### config.mk
export PLATFORM = sky130hd
export DESIGN_NAME = toggle_hs_receiver
export DESIGN_NICKNAME = d
export VERILOG_FILES = /design/src/rtl/hs_pkg.sv /design/src/rtl/sync_2ff.sv /design/src/rtl/toggle_hs_receiver.sv
export SDC_FILE = /design/constraint.sdc
export NUM_CORES = 1
export LEC_CHECK = 0
export CORE_ASPECT_RATIO = 1.4
export CORE_MARGIN = 5
export CORE_UTILIZATION = 50
export CTS_CLUSTER_DIAMETER = 120
export DETAILED_ROUTE_END_ITERATION = 8
export PLACE_DENSITY = 0.72
export SLEW_MARGIN = 15
export SYNTH_ARGS = -nofsm -noshare
export SYNTH_HDL_FRONTEND = slang
export SYNTH_HIERARCHICAL = 1
export SYNTH_SLANG_ARGS = --single-unit
export TNS_END_PERCENT = 5
### constraint.sdc
create_clock -name clk -period 4.78 [get_ports clk]
set_input_delay 1.434 -clock clk [delete_from_list [all_inputs] [get_ports clk]]
set_output_delay 1.434 -clock clk [all_outputs]
set_load 0.02 [all_outputs]
### src/rtl/hs_pkg.sv
// Shared types and constants for the two-phase handshake receiver.
package hs_pkg;

  localparam int unsigned XFER_CNT_W = 16;

  typedef enum logic {
    IDLE  = 1'b0,
    STALL = 1'b1
  } rx_state_e;

endpackage

### src/rtl/sync_2ff.sv
// Two-flop synchronizer for a single asynchronous level into the clk domain.
module sync_2ff (
  input  logic clk,
  input  logic rst,
  input  logic d,
  output logic s1,
  output logic q
);

  logic s1_q, s1_d;
  logic s2_q, s2_d;

  always_comb begin
    s1_d = d;
    s2_d = s1_q;
  end

  always_ff @(posedge clk or posedge rst) begin
    if (rst) begin
      s1_q <= 1'b0;
      s2_q <= 1'b0;
    end else begin
      s1_q <= s1_d;
      s2_q <= s2_d;
    end
  end

  assign s1 = s1_q;
  assign q  = s2_q;

endmodule

### src/rtl/toggle_hs_receiver.sv
// Two-phase (toggle) request/acknowledge receiver feeding a small FWFT circular buffer.
module toggle_hs_receiver
  import hs_pkg::*;
#(
  parameter int unsigned DATA_W = 8,
  parameter int unsigned DEPTH  = 4
) (
  input  logic                  clk,
  input  logic                  rst,
  input  logic                  req_tgl,
  input  logic [DATA_W-1:0]     data_in,
  output logic                  ack_tgl,
  output logic                  out_valid,
  output logic [DATA_W-1:0]     out_data,
  input  logic                  out_ready,
  output logic [XFER_CNT_W-1:0] xfer_count,
  output logic                  stall
);

  localparam int unsigned PTR_W = $clog2(DEPTH);
  localparam int unsigned CNT_W = PTR_W + 1;

  logic req_s1, req_s2;

  sync_2ff u_req_sync (
    .clk (clk),
    .rst (rst),
    .d   (req_tgl),
    .s1  (req_s1),
    .q   (req_s2)
  );

  logic                  req_seen_q, req_seen_d;
  logic                  ack_q, ack_d;
  logic [PTR_W-1:0]      wr_ptr_q, wr_ptr_d;
  logic [PTR_W-1:0]      rd_ptr_q, rd_ptr_d;
  logic [CNT_W-1:0]      count_q, count_d;
  logic [XFER_CNT_W-1:0] xfer_q, xfer_d;
  logic                  valid_q, valid_d;
  logic                  stall_q, stall_d;
  rx_state_e             state_q, state_d;
  logic [DATA_W-1:0]     mem_q [DEPTH];

  logic pending, full, pop, accept;

  always_comb begin
    pending = (req_s2 != req_seen_q);
    full    = (count_q == CNT_W'(DEPTH));
    pop     = valid_q && out_ready;
    // A pop in the same cycle frees the slot, so a full buffer can still accept.
    accept  = pending && (!full || pop);

    req_seen_d = req_seen_q;
    ack_d      = ack_q;
    wr_ptr_d   = wr_ptr_q;
    rd_ptr_d   = rd_ptr_q;
    count_d    = count_q;
    xfer_d     = xfer_q;
    state_d    = state_q;

    if (accept) begin
      wr_ptr_d   = wr_ptr_q + PTR_W'(1);
      req_seen_d = req_s2;
      ack_d      = ~ack_q;
      xfer_d     = xfer_q + XFER_CNT_W'(1);
    end
    if (pop) begin
      rd_ptr_d = rd_ptr_q + PTR_W'(1);
    end

    case ({accept, pop})
      2'b10:   count_d = count_q + CNT_W'(1);
      2'b01:   count_d = count_q - CNT_W'(1);
      default: count_d = count_q;
    endcase

    case (state_q)
      IDLE:    if (pending && !accept) state_d = STALL;
      // Leaving on a vanished request keeps the FSM aligned after a protocol violation.
      STALL:   if (accept || !pending) state_d = IDLE;
      default: state_d = IDLE;
    endcase

    valid_d = (count_d != '0);
    stall_d = (state_d == STALL);
  end

  always_ff @(posedge clk or posedge rst) begin
    if (rst) begin
      req_seen_q <= 1'b0;
      ack_q      <= 1'b0;
      wr_ptr_q   <= '0;
      rd_ptr_q   <= '0;
      count_q    <= '0;
      xfer_q     <= '0;
      valid_q    <= 1'b0;
      stall_q    <= 1'b0;
      state_q    <= IDLE;
    end else begin
      req_seen_q <= req_seen_d;
      ack_q      <= ack_d;
      wr_ptr_q   <= wr_ptr_d;
      rd_ptr_q   <= rd_ptr_d;
      count_q    <= count_d;
      xfer_q     <= xfer_d;
      valid_q    <= valid_d;
      stall_q    <= stall_d;
      state_q    <= state_d;
    end
  end

  always_ff @(posedge clk) begin
    if (accept) mem_q[wr_ptr_q] <= data_in;
  end

  logic unused_s1;
  assign unused_s1 = req_s1;

  assign ack_tgl    = ack_q;
  assign out_valid  = valid_q;
  assign out_data   = mem_q[rd_ptr_q];
  assign xfer_count = xfer_q;
  assign stall      = stall_q;

endmodule

## Word-level counts from Yosys, hierarchy flattened

Memories as Yosys holds them, arrays and structs flattened.
Index checks and enable logic that the tools add are counted.

- Add/subtract/negate cells: 5
- Bitwise gates (word level): 2
- Muxes and demuxes: 6
- Equal/unequal tests: 4
- Reduce and logical (&&, ||, !) cells: 9

Operators with widths:

| operator | count |
|---|---|
| $add A16 B1 Y16 const B | 1 |
| $pmux W3 S2 | 1 |
| $add A2 B1 Y2 const B | 2 |
| $mux W1 | 4 |
| $add A3 B1 Y3 const B | 1 |
| $eq A3 B3 Y1 const B | 1 |
| $logic_and A1 B1 Y1 | 3 |
| $logic_not A1 Y1 | 3 |
| $reduce_bool A3 Y1 | 1 |
| $sub A3 B1 Y3 const B | 1 |
| $eq A2 B1 Y1 const B | 1 |
| $eq A2 B2 Y1 const B | 1 |
| $logic_or A1 B1 Y1 | 2 |
| $not A1 Y1 | 2 |
| $pmux W1 S2 | 1 |
| $ne A1 B1 Y1 | 1 |

- Logic and storage cells: 37
- Input port bits: 12
- RAM bits: 32
- Flip-flop bits (word level): 29
- Output and inout bits: 27
- Memories: 1

Memory list:

| memory | depth | width | rd ports | clocked after memory_dff | write ports | RTL line | text |
|---|---|---|---|---|---|---|---|
| mem_q | 4 | 8 | 1 | 0 | 1 | toggle_hs_receiver.sv:42 | `logic [DATA_W-1:0] mem_q [DEPTH];` |

## Logic depth before layout (Yosys ltp)

- Depth after elaboration: 8
- Mapped depth: 8

## Cells and area by module

Netlist, hierarchy kept.

Modules (own cells, without submodules):

| module | cells each | area an instance (sq um) | seq. area each (sq um) | times used |
|---|---|---|---|---|
| toggle_hs_receiver | 171 | 2538.7 | 1636.6 | 1 |
| sync_2ff | 3 | 53.8 | 50.0 | 1 |

## Least setup slack after synthesis

Ideal clock, no wire load.

- Path kind: input to register
- Start: input out_ready
- End: register count_q[2]
- Data arrival time: 2.812 ns
- Setup slack: 1.843 ns
- Stages: 6
- Path buffers: 1
- Data required time: 4.655 ns
- Cell sequence: and2_0 -> buf_2 -> nand2_1 -> fa_1 -> o31a_1 -> mux2_2

- Word-level cells in the longest chain between the ends: 5
- Elaborated cells on any way between the ends: 6
- Those cells by class: eq/ne (2); mux (1); reduce/logical (3)

Ends and longest elaborated chain:

| what | RTL line | text |
|---|---|---|
| start, declared | toggle_hs_receiver.sv:15 | `input logic out_ready,` |
| $logic_and A1 B1 Y1 (*) | toggle_hs_receiver.sv:49 | `pop = valid_q && out_ready;` |
| $logic_or A1 B1 Y1 | toggle_hs_receiver.sv:51 | `accept = pending && (!full \|\| pop);` |
| $logic_and A1 B1 Y1 | toggle_hs_receiver.sv:51 |  |
| $eq A2 B1 Y1 or $eq A2 B2 Y1 (tied branches) | toggle_hs_receiver.sv:71 | `case ({accept, pop})` |
| $pmux W3 S2 (*) | toggle_hs_receiver.sv:71 |  |
| net count_d[2] | toggle_hs_receiver.sv:37 | `logic [CNT_W-1:0] count_q, count_d;` |
| end signal, assigned | toggle_hs_receiver.sv:104 | `count_q <= count_d;` |
| end, declared | toggle_hs_receiver.sv:37 |  |

The timed path passes the listed nets; every way through them passes the cells marked *.
A chain may end at the register's enable or synchronous reset.

## Worst setup path after layout

- Start: register rd_ptr_q[0]
- End: output out_data[6]

- Word-level cells in the longest chain between the ends: 1

Ends and longest elaborated chain:

| what | RTL line | text |
|---|---|---|
| start, declared | toggle_hs_receiver.sv:36 | `logic [PTR_W-1:0] rd_ptr_q, rd_ptr_d;` |
| start signal, assigned | toggle_hs_receiver.sv:103 | `rd_ptr_q <= rd_ptr_d;` |
| $mem_v2 Z4 W8 | - |  |
| end, declared | toggle_hs_receiver.sv:14 | `output logic [DATA_W-1:0] out_data,` |

Every way passes these cells.

==> qor.csv <==
metric,value,unit
routed-wl-met2,2.35,mm
fin_util,0.625,
ys.warnings.count,6,
rows,31,
period_minus_slack,3.61,ns
clock_latency,0.32,ns
path_clk_slew,0.07,ns
dp_hpwl,3.20,mm
avgSynthCellArea,14.9,µm²
cts_inserted_buffers,9,
mostFrequentLayoutCells,"clkdlybuf4s50_1 (38), edfxtp_1 (32), dfrtp_1 (29)",
fin_crit_sh,0.754,
ios,39,
drc,0,
crit_type,reg2out,
drtIter0Drc,79,
yosysUniqueCellTypes,32,
routed-via-count,1553,
antennaDiodeCount,0,
synth_cells,174,
crit_path_start_kind,flip-flop,
cpPeakStageDelay,0.71,ns
wl_met3,259,µm
ys_seq_area_frac,0.651,
drv_slew,0,
totalPowerFinal,1.91,mW
holdBufCountCts,0,
cts_tree,done,
grt_max_degree,28,
cp.arrival,2.17,ns
layout-drive-gt1-share,0.122,
drtPass1Iterations,4,
crit_start,rd_ptr_q[0]$_DFFE_PP0P_,
rr_endpoint,count_q[2]$_DFF_PP0_,
final_common_cell,clkdlybuf4s50_1,
rrSetupSlack,2.38,ns
postCtsResizedCells,0,
wl_per_cell,15.8,µm
grt_pass1_wl,7.66,mm
antenna_found_initial,0,
critPathRequiredTime,3.35,ns
postCtsSetupBuffers,0,
placed_area,3010,µm²
slew_headroom,0.314,
place_congestion,0.803,
crit_path_end_kind,output port,
crit_chain,mux4_2 > clkdlybuf4s50_1,
port_buffers,38,
hp-start,u_req_sync/s1$_DFF_PP0_,
die_area,6750,µm²
grt_pass1_vias,1628,
timing_worst_slew_pin_value,1.03,ns
reg2reg_from,req_seen_q$_DFFE_PP0P_,
path_max_fanout,10,
start_util,0.506,
routed.top_layer,met4,
hold_class,reg2reg,
ys_ff_latch,61,
hold_violations,0,
core,5120,µm²
cp_slowest_cell,dfrtp_1,
reg2reg_depth,5,
whs_endpoint,u_req_sync/q$_DFF_PP0_,
grt_usage,0.151,
wirelength,4.53,mm
ant_nets,0,
clkSinkCount,61,
hold_depth,0,
drv_cap,0,
routed_via_density,5.41,
ir_drop,0.340,mV
area_growth_syn_to_layout,23.5,%
leakage,1.19,nW
cts_buffer_depth,2,
dp.cells,271,
fin_skew,0.00781,ns
wl_met1,1.81,mm
syn_nets,192,
layout.nets,234,
setup_viol,0,
h-tree-depth,3,
fmax,0.277,GHz
clk_root_buffer_cell,clkbuf_8,
finalInstanceArea,3200,µm²
outcome,completed,
rsz0062_at_grt,no,
grt_overflow,0,
die_x,70.9,µm
fin_tns_setup,0,ns
powerDensity,597,nW/µm²
final_cells,287,
die_height,95.2,µm
syn-cell-area,2590,µm²
[power breakdown]
| part | switching (mW) | total [mW] | internal, mW | leakage [nW] |
|---|---|---|---|---|
| registers | 0.132 | 0.824 | 0.692 | 0.657 |
| logic | 0.320 | 0.651 | 0.331 | 0.438 |
| clock network | 0.183 | 0.434 | 0.251 | 0.0967 |
| total | 0.635 | 1.91 | 1.27 | 1.19 |
[logic make-up (layout without fill, tap and decap cells)]
family                     Yosys count  count (layout)  share of synthesized area
AOI/OAI and AO/OA                   13              13                     0.0328
xor gates and xnor gates            23              23                     0.0777
adders and majority gates            6               6                     0.0319
buffers and inverters               15              62                     0.0314
DFF                                 61              61                      0.651
muxes                               11              11                     0.0825
and+or+nand+nor                     45              45                     0.0932
[synthesized netlist by cell type]
master / number / share of area
and3_1: 3 / 0.0072
nand4_1: 6 / 0.014
nand2_1: 8 / 0.012
o31a_1: 1 / 0.0034
buf_2: 5 / 0.0097
nand3_1: 11 / 0.021
and4_1: 3 / 0.010
nor2b_1: 1 / 0.0024
buf_6: 1 / 0.0043
a31oi_2: 1 / 0.0048
nor4_1: 1 / 0.0024
mux2_2: 3 / 0.013
a211oi_1: 2 / 0.0058
a31oi_1: 1 / 0.0024
mux4_2: 8 / 0.069
inv_1: 7 / 0.010
dfrtp_1: 29 / 0.28
clkbuf_1: 1 / 0.0014
ha_1: 5 / 0.024
xnor2_1: 19 / 0.064
o21ai_0: 5 / 0.0097
edfxtp_1: 32 / 0.37
and2_0: 1 / 0.0024
buf_8: 1 / 0.0058
fa_1: 1 / 0.0077
and2_1: 4 / 0.0097
o211ai_1: 1 / 0.0029
nor2_1: 5 / 0.0072
xor2_1: 4 / 0.014
or2_1: 1 / 0.0024
nor3_1: 1 / 0.0019
a21oi_1: 2 / 0.0039
[worst max path at each step]
stage / end / cells after the start
2_1_floorplan: count_q[2]$_DFF_PP0_ / 6
3_3_place_gp: count_q[2]$_DFF_PP0_ / 6
3_5_place_dp: count_q[2]$_DFF_PP0_ / 6
4_1_cts: out_data[6] / 2
5_1_grt: out_data[1] / 2
6_report: out_data[6] / 2
[registers in the layout, indices dropped and copies added (netlist names)]
register and count:
state_q 1, out_valid 1, rd_ptr_q 2, xfer_count 16, mem_q 32, u_req_sync/q 1
u_req_sync/s1 1, count_q 3, wr_ptr_q 2, req_seen_q 1, ack_tgl 1
[metrics by stage]
stage	hold WS, ns	setup slack [ns]
floorplan	0.331	1.84
global placement	0.335	1.19
detailed placement	0.337	1.07
CTS	0.363	1.10
global route	0.368	1.01
finish	0.360	1.17
[layer usage]
metal / vias to the layer above / track usage
li1: 712 / -
met1: 777 / 0.169
met2: 56 / 0.252
met3: 8 / 0.0527
met4: 0 / 0.0831
met5: - / 0
[worst max-delay path: cells and delay by family, from the launching register on]
kind     cells  cell delay (ns)
mux          1             0.58
buf+inv      1             0.55
flops        1             0.71
[cell type report]
cell class	count	area [µm²]
fillers	424	1920
multi-input cells	98	825
well taps	66	82.6
flip-flops and latches	61	1690
repair buffers	39	388
clock buffers	11	141
clock inverters	5	51.3
inverters	7	26.3
Note: power is estimated with default switching activity, not from simulation.
